<file path="src/rtl/btb_update_unit.sv">
// rtl/btb_update_unit.sv - BTB writer: mispredict detection plus coalescing update queue
//
// Purpose:
//   Takes resolved branches from execute and reports mispredictions one cycle
//   later with the correct next PC. Taken branches are buffered in a small
//   queue that coalesces repeated PCs, and the queue drains onto the BTB write
//   port at one entry per cycle.
//
// Ports:
//   clk, rst             clock, synchronous active-high reset
//   resolve_*            resolved branch (valid, pc, target, taken, hit, pred_target)
//   hold                 suppress the BTB write this cycle
//   load/w_pc/target_in  BTB write port (head of queue)
//   mispredict           registered mispredict pulse
//   redirect_pc          correct next PC, valid with mispredict
//   q_full/q_count       queue status
//   drop_cnt             saturating count of updates lost to a full queue
//
// Build option:
//   BTB_UPDATE_FILTER_EN - when defined, a taken branch that hit with the
//   correct predicted target is not enqueued (the BTB already holds it).

module btb_update_unit #(
  parameter int width    = 32,
  parameter int depth    = 4,
  parameter int ptr_bits = $clog2(depth)
) (
  input  logic                clk,
  input  logic                rst,
  input  logic                resolve_valid,
  input  logic [width-1:0]    resolve_pc,
  input  logic [width-1:0]    resolve_target,
  input  logic                resolve_taken,
  input  logic                resolve_hit,
  input  logic [width-1:0]    resolve_pred_target,
  input  logic                hold,
  output logic                load,
  output logic [width-1:0]    w_pc,
  output logic [width-1:0]    target_in,
  output logic                mispredict,
  output logic [width-1:0]    redirect_pc,
  output logic                q_full,
  output logic [ptr_bits:0]   q_count,
  output logic [7:0]          drop_cnt
);

  localparam logic [ptr_bits:0] full_count = (ptr_bits+1)'(depth);

  logic [width-1:0]    q_pc  [depth];
  logic [width-1:0]    q_tgt [depth];
  logic [ptr_bits-1:0] head;
  logic [ptr_bits-1:0] tail;
  logic [ptr_bits:0]   count;

  logic                deq;
  logic                cand;
  logic                coalesce;
  logic                append;
  logic                drop;
  logic                mp_now;
  logic [ptr_bits-1:0] match_idx;
  logic [ptr_bits-1:0] offset;

  always_comb begin
    deq = (count != '0) && !hold;

`ifdef BTB_UPDATE_FILTER_EN
    cand = resolve_valid && resolve_taken &&
           !(resolve_hit && (resolve_pred_target == resolve_target));
`else
    cand = resolve_valid && resolve_taken;
`endif

    // Search occupied slots for the same PC. The head that pops this cycle is
    // excluded so the update is appended rather than lost with the popped entry.
    coalesce  = 1'b0;
    match_idx = '0;
    offset    = '0;
    for (int i = 0; i < depth; i++) begin
      offset = ptr_bits'(i) - head;
      if (({1'b0, offset} < count) && (q_pc[i] == resolve_pc) &&
          !(deq && (ptr_bits'(i) == head))) begin
        coalesce  = cand;
        match_idx = ptr_bits'(i);
      end
    end

    // A full queue still accepts an append when the head pops in the same cycle.
    append = cand && !coalesce && ((count != full_count) || deq);
    drop   = cand && !coalesce && !append;

    mp_now = resolve_valid &&
             ((resolve_taken && (!resolve_hit || (resolve_pred_target != resolve_target))) ||
              (!resolve_taken && resolve_hit));
  end

  always_ff @(posedge clk) begin
    if (rst) begin
      head        <= '0;
      tail        <= '0;
      count       <= '0;
      drop_cnt    <= '0;
      mispredict  <= 1'b0;
      redirect_pc <= '0;
    end else begin
      if (coalesce) begin
        q_tgt[match_idx] <= resolve_target;
      end
      if (append) begin
        q_pc[tail]  <= resolve_pc;
        q_tgt[tail] <= resolve_target;
        tail        <= tail + 1'b1;
      end
      if (deq) begin
        head <= head + 1'b1;
      end
      case ({append, deq})
        2'b10:   count <= count + 1'b1;
        2'b01:   count <= count - 1'b1;
        default: count <= count;
      endcase
      if (drop && (drop_cnt != 8'hff)) begin
        drop_cnt <= drop_cnt + 1'b1;
      end

      mispredict <= mp_now;
      if (mp_now) begin
        redirect_pc <= resolve_taken ? resolve_target : resolve_pc + width'(4);
      end
    end
  end

  // Gate on rst so nothing reaches the BTB in the reset cycle.
  assign load      = deq && !rst;
  assign q_full    = (count == full_count);
  assign q_count   = count;
  assign w_pc      = (count != '0) ? q_pc[head]  : '0;
  assign target_in = (count != '0) ? q_tgt[head] : '0;

endmodule

</file>
<file path="config.mk">
export PLATFORM = sky130hd
export DESIGN_NAME = btb_update_unit
export DESIGN_NICKNAME = d
export VERILOG_FILES = /design/src/rtl/btb_update_unit.sv
export SDC_FILE = /design/constraint.sdc
export NUM_CORES = 1
export LEC_CHECK = 0
export ABC_AREA = 1
export CORE_MARGIN = 2
export CORE_UTILIZATION = 34
export CTS_BUF_LIST = sky130_fd_sc_hd__clkbuf_2 sky130_fd_sc_hd__clkbuf_4 sky130_fd_sc_hd__clkbuf_8
export CTS_CLUSTER_DIAMETER = 80
export DETAILED_ROUTE_END_ITERATION = 16
export PLACE_DENSITY = 0.66
export SETUP_SLACK_MARGIN = 0.15
export SYNTH_ARGS = -nofsm -noshare
export SYNTH_HDL_FRONTEND = slang
export SYNTH_SLANG_ARGS = --single-unit
</file>
<file path="constraint.sdc">
create_clock -name clk -period 10.9 [get_ports clk]
set_input_delay 1.09 -clock clk [delete_from_list [all_inputs] [get_ports clk]]
set_output_delay 1.09 -clock clk [all_outputs]
set_load 0.005 [all_outputs]
</file>
# Word level (Yosys, flattened, before mapping)
# Memories as Yosys holds them, arrays and structs flattened. A register that Yosys moved wholly into a read port is not among the register bits.
# Cells that the tools add are included.
# Widths: inputs -> output; s select.
word_totals:
  inputBits: 102
  ram_bits: 256
  wordCells: 98
  ff_bits: 48
  memories: 2
  output_inout_bits: 110
memory_table:
  columns: ["memory", "words", "width", "rd", "rd_clocked_by_memory_dff", "write_ports", "line", "source"]
  rows:
  - ["q_pc", 4, 32, 5, 1, 1, "49", "logic [width-1:0] q_pc [depth];"]
  - ["q_tgt", 4, 32, 1, 1, 1, "50", "logic [width-1:0] q_tgt [depth];"]
classes:
  mux: 24
  eq_ne: 13
  reduce_logical: 39
  addsub: 10
  n_lt_le_gt_ge: 4
ops:
  columns: ["op", "count"]
  rows:
  - ["$eq 32x32->1", 4]
  - ["$mux 32", 4]
  - ["$add 32x3->32 const B", 1]
  - ["$ne 32x32->1", 1]
  - ["$reduce_or 32->1", 1]
  - ["$logic_and 1x1->1", 22]
  - ["$mux 2", 7]
  - ["$lt 2x3->1", 4]
  - ["$mux 1", 12]
  - ["$logic_not 1->1", 10]
  - ["$add 8x1->8 const B", 1]
  - ["$ne 8x8->1 const B", 1]
  - ["$pmux 3 s2", 1]
  - ["$add 2x1->2 const B", 2]
  - ["$eq 2x2->1 const A", 2]
  - ["$sub 1x2->2 const A", 2]
  - ["$sub 2x2->2 const A", 2]
  - ["$add 3x1->3 const B", 1]
  - ["$eq 3x3->1 const B", 1]
  - ["$logic_or 1x1->1", 3]
  - ["$ne 3x3->1 const B", 1]
  - ["$reduce_bool 3->1", 1]
  - ["$sub 3x1->3 const B", 1]
  - ["$eq 1x2->1 const A", 1]
  - ["4 further kinds", 4]

# Longest topological paths before layout
# Gate-level depths: netlist (run 1).
logic_depth:
  depth_word: 17
  ltp_mapped: 21
  ltp_nobuf: 20

# Least setup slack after synthesis (run 1)
# Ideal clock, no wire load.
synth_timing:
  path_type: "input to register"
  from: "in resolve_pc[3]"
  to: "mem q_tgt[0][0] (enable)"
  n_path_buf: 1
  cell_stages: 15
  setup_slack_ns: 6.730
  setup_time_ns: 0.421
  t_required_ns: 10.479
  arrival_ns: 3.750
  path_cell_list: "buf_2 > or2_2 > nand4_1 > nor2_1 > nand2_1 > nor2_1 > nand2_2 > nand2_4 > nor2_8 > nand2_4 > nor2_4 > nand3_2 > nand2_1 > nand2_1 > nor2_1"
synth_between:
  elab_chain_cells: 15
  elab_cells_between_ends: 31
  cone_classes: "4 x eq/ne; 15 x mux; 12 x reduce/logical"
synth_rtl:
  columns: ["item", "line", "source"]
  rows:
  - ["start, declared", "31", "input logic [width-1:0] resolve_pc,"]
  - ["$eq 32x32->1", "81", "if (({1'b0, offset} < count) && (q_pc[i] == resolve_pc) &&"]
  - ["$logic_and 1x1->1 (2 in series)", "81", null]
  - ["$mux 1 (4 in series)", "81", null]
  - ["$logic_not 1->1", "89", "append = cand && !coalesce && ((count != full_count) || deq);"]
  - ["$logic_and 1x1->1 (2 in series)", "89", null]
  - ["$mux 1", "109", "if (append) begin"]
  - ["$mux 1", "98", "if (rst) begin"]
  - ["$mux 1 (not written as such)", "111", "q_tgt[tail] <= resolve_target;"]
  - ["$reduce_or 32->1 (no source line)", null, null]
  - ["$mux 2 (no source line) or $mux 1 (tied branches)", null, null]
  - ["end, declared", "50", null]
# Several ways; a longest one is shown, not always the timed one.

==> results.toml, run 1 <==
[run_status]
status = "finished, final reports clean"

[critical_path]
critical-path-max-stage-delay_ns = 0.83
path_depth = 6
arrival_ns = 3.90
path_buf_inv = 3
slowest_stage = "clkinv_2"
crit_type = "register to primary output"
worstSetupStartpointType = "register"
crit_fanout = 65
crit_family = "buffers and inverters"
r2r_cells = 15
cp.required_ns = 9.81
endpoint_kind = "primary output"
worstPathCellList = "clkinv_2, buf_4, a21oi_1, o21ai_0, a21oi_1, clkdlybuf4s50_1"
cpMostUsedCell = "a21oi_1"

[global_route]
grt.overflow.total = 0
track_usage_pct = 20.6
grt_use_met3_pct = 4.16
grt_pass1_vias = 12500
grt_max_degree = 91
use_met2_pct = 32.1
use_met1_pct = 28.6
busiest_layer = "met2"
antenna_found_initial = 1
grt_first_pass_wirelength_um = 74700

[final_layout]
drive_above_1_share_pct = 7.72
syn_to_final_growth_pct = 24.1
fillerInstances = 4331
multiInputGateArea_mm2 = 0.00604
final-seq-area_mm2 = 0.00870
layout_commonest_cell = "nand2_1"
nets = 2033
final_core_util_pct = 42.7
layout_common_cells = "nand2_1, nor2_1, edfxtp_1, clkdlybuf4s50_1, o21ai_0"

[yosys]
async_reset_ff_share_pct = 0
synth_edf_count = 256
synth_top_area_share_pct = 49.2
ys_seq_elements = 306
yosysSeqAreaShare_pct = 55.6
synth_nets = 1847
ys_top_cells_by_area = "edfxtp_1, nor2_1, nand2_1"
synthCells = 1730
synth_warnings = 0
synth_cell_type_count = 44
synth_top_area_cell = "edfxtp_1"
syn_area_per_cell_um2 = 9.04
syn_area_mm2 = 0.0156
ys.flop_type = "edfxtp_1"

[floorplan]
initial_core_util_pct = 34.4
core_area_mm2 = 0.0454
boundaryPins = 212
fp.dieH_um = 218
die-area_mm2 = 0.0477
std_cell_rows = 78
fp.dieW_um = 218

[timing]
worst_slack_ns = 5.91
finalHoldViolations = 0
rsz0062_at_grt = "false"
worst_pin_slew_ns = 1.11
setup_viol = 0
setup-tns-final_ns = 0
slew_headroom_pct = 26.0
post-route-period-util_pct = 45.8
skew_ns = 0.0289
fmax_mhz = 200
fin_crit_ns = 4.99
finalMaxSlewViolations = 0

[clocking]
htree_levels = 2
root_buffer = "clkbuf_8"
clockBufferDepth = 3
cts_buffers = 53
ctsHoldBuffers = 0
cts_sinks = 306
clock_latency_ns = 0.64
cts_tree = "done"
path_clk_slew_ns = 0.06
cts_resized = 0
post_cts_buffers = 0

[route]
routed_wl_um = 49600
drt_iter0_drc = 1309
num_vias = 12900
wl_per_cell_um = 19.4
drt_drc_violations_left = 0
drtAntennaViolNets = 0
viasPerCell = 5.07
dr.pass1.iters = 6

[pwr]
p_leak_nw = 7.02
vdd_ir_drop_max_uv = 108
pwr_density_cell_mw_per_mm2 = 182

[placed_design]
io_buffers = 211
preCtsSetupSlack_ns = 6.39
place_congestion = 0.902
hpwl_um = 34400

[job]
maxCapViolCount = 0

[worst_hold_path]
hp-class = "register to register"
hold_depth = 2
metrics by stage:
stage          power, mW  hold slack [ns]  cells  instance area (µm²)
2_1_floorplan       1.84            0.457   1730                15600
6_report            3.52            0.462   2556                19400
4_1_cts             3.55            0.466   2555                19400
3_5_place_dp        2.36            0.455   2461                18200
3_3_place_gp        2.36            0.451   2461                18200
5_1_grt             3.69            0.498   2555                19400
sequential cells by signal, summed over array words and instances, names as in the netlist, named ones only:
name / flops
redirect_pc: 32
q_count: 3
head: 2
mispredict: 1
q_pc: 128
tail: 2
q_tgt: 128
drop_cnt: 8
layer usage:
metal	wire length (µm)	part of all wire [%]	vias up
met5	13	0.026	-
met4	1670	3.4	2
met3	4400	8.9	92
met2	22400	45	614
met1	21200	43	6114
li1	-	-	6127
worst register-to-register path: cells and delay by family (launching register included):
family / cells / cell delay [ns]
buffers and inverters: 3 / 1.23
flip-flops: 1 / 0.44
AND/OR/NAND/NOR: 12 / 1.69
cell usage after synthesis, types with 3 or more instances:
| cell type | count |
|---|---|
| buf_1 | 7 |
| clkbuf_2 | 4 |
| or2_2 | 3 |
| xor2_1 | 28 |
| a21oi_1 | 130 |
| nor4_1 | 4 |
| o22ai_1 | 5 |
| nor2_2 | 4 |
| nor2_4 | 4 |
| nor3_1 | 19 |
| nand4_1 | 25 |
| a221oi_1 | 3 |
| o21ai_0 | 176 |
| buf_2 | 27 |
| ha_1 | 14 |
| nand2_1 | 303 |
| nand3_2 | 4 |
| o21ai_1 | 4 |
| buf_4 | 6 |
| clkbuf_1 | 53 |
| nand3_1 | 39 |
| inv_1 | 126 |
| nor2_1 | 307 |
| nand2_2 | 12 |
| dfxtp_1 | 50 |
| edfxtp_1 | 256 |
| xnor2_1 | 93 |
worst paths after layout:
kind                           startpoint                           end  slack (ns)
max                              register                      w_pc[28]        5.91
max reg2reg       q_count[0]$_SDFFE_PP0P_         q_tgt[1][4]$_DFFE_PP_        7.14
min reg2reg  redirect_pc[18]$_SDFFE_PP0P_  redirect_pc[18]$_SDFFE_PP0P_        0.46
min          redirect_pc[18]$_SDFFE_PP0P_  redirect_pc[18]$_SDFFE_PP0P_        0.46
layout make-up:
cell class | count | area share [%]
tap | 600 | 3.87
multi-input combinational | 1195 | 31.1
clock buffer | 64 | 4.22
antenna | 1 | 0.0129
inverter | 131 | 2.55
timing repair buffer | 229 | 11.6
clock inverter | 30 | 1.83
sequential | 306 | 44.8
report_power, final:
group,internal (mW),switching [mW],total [mW]
Clock,0.687,0.498,1.18
Sequential,1.30,0.0540,1.36
Combinational,0.426,0.556,0.982
Total,2.41,1.11,3.52
logic make-up after synthesis:
| family | after synthesis | share of synthesized area [%] |
|---|---|---|
| AO/OA/AOI/OAI | 327 | 10.7 |
| XOR/XNOR | 121 | 6.78 |
| adder cells (fa/ha/maj) | 15 | 1.25 |
| buffers and inverters | 229 | 5.95 |
| flip-flops | 306 | 55.6 |
| AND/OR/NAND/NOR | 732 | 19.7 |
Note: power is estimated with default switching activity, not from simulation.
==> run 2, diff against run 1 <==
--- a/config.mk
+++ b/config.mk
@@ -11,7 +11,7 @@
 export CTS_BUF_LIST = sky130_fd_sc_hd__clkbuf_2 sky130_fd_sc_hd__clkbuf_4 sky130_fd_sc_hd__clkbuf_8
 export CTS_CLUSTER_DIAMETER = 80
 export DETAILED_ROUTE_END_ITERATION = 16
-export PLACE_DENSITY = 0.66
+export PLACE_DENSITY = 0.68
 export SETUP_SLACK_MARGIN = 0.15
 export SYNTH_ARGS = -nofsm -noshare
 export SYNTH_HDL_FRONTEND = slang
==> constraint.sdc (replaced) <==
create_clock -name clk -period 4.4 [get_ports clk]
set_input_delay 0.44 -clock clk [delete_from_list [all_inputs] [get_ports clk]]
set_output_delay 0.44 -clock clk [all_outputs]
set_load 0.005 [all_outputs]
==> results.toml, run 2 (same netlist as run 1, synthesis figures left out) <==
[run_status]
status = "finished, final reports clean"

[clocking]
htree_levels = 2
cts_resized = 0
clockBufferDepth = 3
ctsHoldBuffers = 0
post_cts_buffers = 0
cts_tree = "done"
cts_buffers = 53
cts_sinks = 306
clock_latency_ns = 0.65
root_buffer = "clkbuf_8"
path_clk_slew_ns = 0.06

[final_layout]
reg.largest.list = "q_pc: 128 flops, q_tgt: 128 flops, redirect_pc: 32 flops"
nets = 2037
layout_commonest_cell = "nand2_1"
syn_to_final_growth_pct = 24.0
antennaDiodeCount = 0
layout_common_cells = "nand2_1, nor2_1, edfxtp_1, clkdlybuf4s50_1, o21ai_0"
drive_above_1_share_pct = 8.15

[floorplan]
std_cell_rows = 78
initial_core_util_pct = 34.4
core_area_mm2 = 0.0454
die-area_mm2 = 0.0477
boundaryPins = 212
fp.dieH_um = 218
fp.dieW_um = 218

[timing]
worst_slack_ns = 0.852
rsz0062_at_grt = "false"
slew_headroom_pct = 24.8
fin_crit_ns = 3.55
setup_viol = 0
finalMaxSlewViolations = 0
fmax_mhz = 282
setup-tns-final_ns = 0
worst_pin_slew_ns = 1.13
finalHoldViolations = 0
skew_ns = 0.0382
post-route-period-util_pct = 80.6

[global_route]
grt_max_degree = 146
grt.overflow.total = 0
track_usage_pct = 20.4
grt_first_pass_wirelength_um = 73700
grt_pass1_vias = 12400
antenna_found_initial = 2

[route]
viasPerCell = 5.06
routed_wl_um = 49400
drtAntennaViolNets = 0
num_vias = 13000
drt_iter0_drc = 1391
dr.pass1.iters = 6
wl_per_cell_um = 19.3
drt_drc_violations_left = 0

[job]
maxCapViolCount = 0

[critical_path]
cp.required_ns = 4.67
crit_fanout = 32
r2r_start = "head[0]$_SDFFE_PP0P_"
crit_start = "head[0]$_SDFFE_PP0P_"
endpoint_kind = "register"
arrival_ns = 3.82
worstSetupStartpointType = "register"
crit_type = "register to register"

[placed_design]
io_buffers = 211
preCtsSetupSlack_ns = 0.461
hpwl_um = 34100
place_congestion = 0.939

[pwr]
power_switching_mw = 2.76
vdd_ir_drop_max_uv = 300
p_leak_nw = 7.02
comb_power_share_pct = 29.9
sw_frac_of_total_pct = 32.5
pwr_density_cell_mw_per_mm2 = 439
intPower_mw = 5.75
p_seq_share_pct = 38.7
pwr-share-clk_pct = 31.4

[worst_hold_path]
hp-start = "redirect_pc[1]$_SDFFE_PP0P_"
hp-class = "register to register"
==> run 2: cell types whose count changed in the layout (fill, tap and decap cells not counted), sizes merged <==
| cell | before | now |
|---|---|---|
| clkinv | 24 | 17 |
| diode | 1 | 0 |
| buf | 19 | 23 |
| bufinv | 8 | 1 |
| inv | 127 | 130 |
| clkbuf | 64 | 76 |
| clkinvlp | 2 | 4 |
==> run 2: power groups by stage <==
stage	combinational [mW]	clock, mW	sequential [mW]
final	2.54	2.68	3.29
after global routing	2.78	2.87	3.30
after CTS	2.56	2.73	3.29
after detailed placement	2.55	0	3.35
after global placement	2.52	0	3.35
after floorplan	1.21	0	3.33
==> run 2: critical path: stages, from the launching register on <==
cell and delay [ns]:
dfxtp_1 0.48, inv_1 0.14, ha_1 0.33, inv_1 0.06, ha_1 0.26, a21boi_0 0.16
o21ai_0 0.10, nand2_1 0.14, nor2_1 0.07, nand3_1 0.13, nand2_2 0.14, nor2_8 0.19
nand4_4 0.15, nand2_1 0.13, nand3_1 0.16, nor2_2 0.13, buf_4 0.40
==> run 2: worst paths after layout <==
kind	depth (start not counted)	to	slack [ns]
setup reg to reg	16	q_tgt[3][20]$_DFFE_PP_	0.85
setup / recovery	16	q_tgt[3][20]$_DFFE_PP_	0.85
hold / removal	2	redirect_pc[1]$_SDFFE_PP0P_	0.47
hold reg to reg	2	redirect_pc[1]$_SDFFE_PP0P_	0.47
==> run 2: area by class of cell <==
cell class / instances / area (µm²)
Sequential cell: 306 / 8690
Timing Repair Buffer: 233 / 2320
Tap cell: 600 / 751
Inverter: 131 / 493
Clock buffer: 76 / 940
Clock inverter: 21 / 151
Fill cell: 4390 / 26000
Multi-Input combinational cell: 1195 / 6040
==> run 2: routing by layer <==
| metal | vias up | part of all wire, % | global-route usage [%] | wire length, µm |
|---|---|---|---|---|
| met5 | - | 0.026 | 0 | 13 |
| met4 | 2 | 3.8 | 7.80 | 1880 |
| met3 | 110 | 8.2 | 4.19 | 4060 |
| met2 | 571 | 45 | 31.6 | 22300 |
| met1 | 6129 | 43 | 28.1 | 21100 |
| li1 | 6151 | - | - | - |
==> run 2: metrics by stage <==
step / utilization [%] / power [mW] / cell area (µm²) / std cells / hold slack, ns
3_3_place_gp: 40.3 / 5.87 / 18300 / 2465 / 0.453
3_5_place_dp: 40.3 / 5.90 / 18300 / 2465 / 0.459
4_1_cts: 42.7 / 8.59 / 19400 / 2562 / 0.408
2_1_floorplan: - / 4.55 / 15600 / 1730 / 0.457
6_report: 42.7 / 8.51 / 19400 / 2562 / 0.466
5_1_grt: 42.7 / 8.95 / 19400 / 2562 / 0.458
==> variant: new RTL, settings of run 2 <==
The output `mispredict` loses its register stage (`mispredict` becomes a continuous assignment). Comments in the files are not updated.
--- a/src/rtl/btb_update_unit.sv
+++ b/src/rtl/btb_update_unit.sv
@@ -100,7 +100,6 @@
       tail        <= '0;
       count       <= '0;
       drop_cnt    <= '0;
-      mispredict  <= 1'b0;
       redirect_pc <= '0;
     end else begin
       if (coalesce) begin
@@ -123,12 +122,13 @@
         drop_cnt <= drop_cnt + 1'b1;
       end
 
-      mispredict <= mp_now;
       if (mp_now) begin
         redirect_pc <= resolve_taken ? resolve_target : resolve_pc + width'(4);
       end
     end
   end
+
+  assign mispredict = mp_now;
 
   // Gate on rst so nothing reaches the BTB in the reset cycle.
   assign load      = deq && !rst;
Behaviour: not the same (a bounded check fails within 4 cycles, from zero or initial values and one cycle with rst high).
==> variant against run 2 <==
Total power shrank 7.6%; setup slack got worse by 75 ps; critical path depth increased by 1; design area increased by 4.5%; area after synthesis increased by 5.0%; clock skew decreased by 13 ps; routed wire length is 21% higher; global-route usage up 3.0 points; first-iteration DRC count up 4.3%; sequential cell count is 1 lower.
==> variant: results (changes against run 2) <==
yosysUniqueCellTypes: 50  # +14%
min_path_cells: 5  # +3
min-delay-start: "resolve_taken"
yosysSeqAreaShare: 0.528  # -0.0277
drive_above_1_share: 0.0783  # -0.00326
min_to: "redirect_pc[18]$_SDFFE_PP0P_"
largestRegisters: "q_pc: 128 flops, q_tgt: 128 flops, redirect_pc: 32 flops"
antenna_found_initial: 0  # -2
dp_cells: 2715  # +10%
clock_latency_ps: 650  # about the same
critPathMaxFanout: 32  # unchanged
grt_util_all_layers: 0.234  # +0.0302
worstPathArrival_ps: 3960  # +140 ps
outcome: "finished clean"
hold_ws_ps: 433  # -32.1 ps
routed_via_density: 5.15  # +1.8%
synth_top_cells_by_count: "nand2_1, nor2_1, edfxtp_1"
tightest_slew_ps: 915  # -210 ps
drtIter0Drc: 1451  # +4.3%
numPortBuffers: 211  # unchanged
cp_slowest_cell: "o21ai_0"
synth_area_leaders: "edfxtp_1, nand2_1, nor2_1"
rr_worst_depth: 17  # +1
drtPass1Iterations: 5  # -1
r2r_setup_slack_ps: 780  # -70 ps
cts_resized: 0  # unchanged
leakage_uw: 0.00783  # +12%
hold_class: "input port to flop"
cts-root-buf: "clkbuf_8"
dp_hpwl_um: 42500  # +25%
vdd_ir_drop_max_mv: 0.262  # -13%
grt_max_degree: 141  # -3.4%
nets: 2272  # +12%
crit_family: "simple AND/OR/NAND/NOR gates"
worst_path_largest_cell_delay_ps: 460  # -20 ps
async_flop_share: 0  # unchanged
num-fill-cells: 4803  # +9.4%
setup.worst_path.end: "q_tgt[0][2]$_DFFE_PP_"
yosysWarnings: 0  # unchanged
start_kind: "flop"
syn_avg_cell_area_um2: 8.40  # -7.0%
synth-main-ff-cell: "edfxtp_1"
syn_nets: 2070  # +12%
worst_clock_skew_ps: 25.6  # -12.6 ps
numCtsBuffers: 53  # unchanged
synth-edff-count: 256  # unchanged
gp_congestion: 0.957  # +1.9%
grt_pass1_wl_um: 88000  # +19%
finalWirelength_um: 59600  # +21%
grt_pass1_vias: 13835  # +12%
wl_per_cell_um: 21.2  # +10%
power.switching_uw: 2480  # -10%
path_clk_slew_ps: 60  # about the same
[variant: changes by cell type in the layout (fill, tap and decap cells not counted), sizes merged, moves of 10 or more]
cell    before  now
a21oi      130  147
o211ai       2   13
buf         23   33
nor2       316  342
xnor2       93   47
inv        130  188
xor2        28   47
nand2      317  446
[variant: stage by stage]
stage / area, um2 / setup WS [ps] / total power (uW)
4_1_cts: 20300 / 774 / 7920
2_1_floorplan: 16400 / 455 / 4240
3_5_place_dp: 19200 / 453 / 5290
3_3_place_gp: 19200 / 444 / 5270
6_report: 20300 / 777 / 7870
5_1_grt: 20300 / 513 / 8220
[variant: power by group through the flow]
stage               Combinational [uW]  Sequential [uW]  Clock, uW
finish                            1980             3250       2640
global route                      2150             3260       2810
CTS                               1990             3250       2680
detailed placement                1980             3310          0
global placement                  1950             3310          0
floorplan                          948             3290          0
[variant: layer usage]
| layer | routed length [um] | GRT usage |
|---|---|---|
| met1 | 26300 | 0.329 |
| met2 | 27700 | 0.383 |
| met3 | 4690 | 0.0349 |
| met4 | 958 | 0.0531 |
| met5 | 0 | 0 |
[variant: cell type report]
cell class / instances / share of cell area
Timing Repair Buffer: 243 / 0.121
Sequential cell: 305 / 0.428
Clock buffer: 72 / 0.0443
Tap cell: 615 / 0.0380
Inverter: 189 / 0.0351
Multi-Input combinational cell: 1363 / 0.325
Clock inverter: 25 / 0.00821
[variant: logic make-up after synthesis]
family,after synthesis,synth area share
AO/OA/AOI/OAI,360,0.114
XOR/XNOR,94,0.0502
adder cells (fa/ha/maj),15,0.0119
buffers and inverters,285,0.0717
flip-flops,305,0.528
AND/OR/NAND/NOR,894,0.224
[variant: tightest hold or removal path: stages]
cell     delay (ps)
buf_2           260
nand2_1         110
o21ai_0          70
nand2_1          60
a21oi_1          50
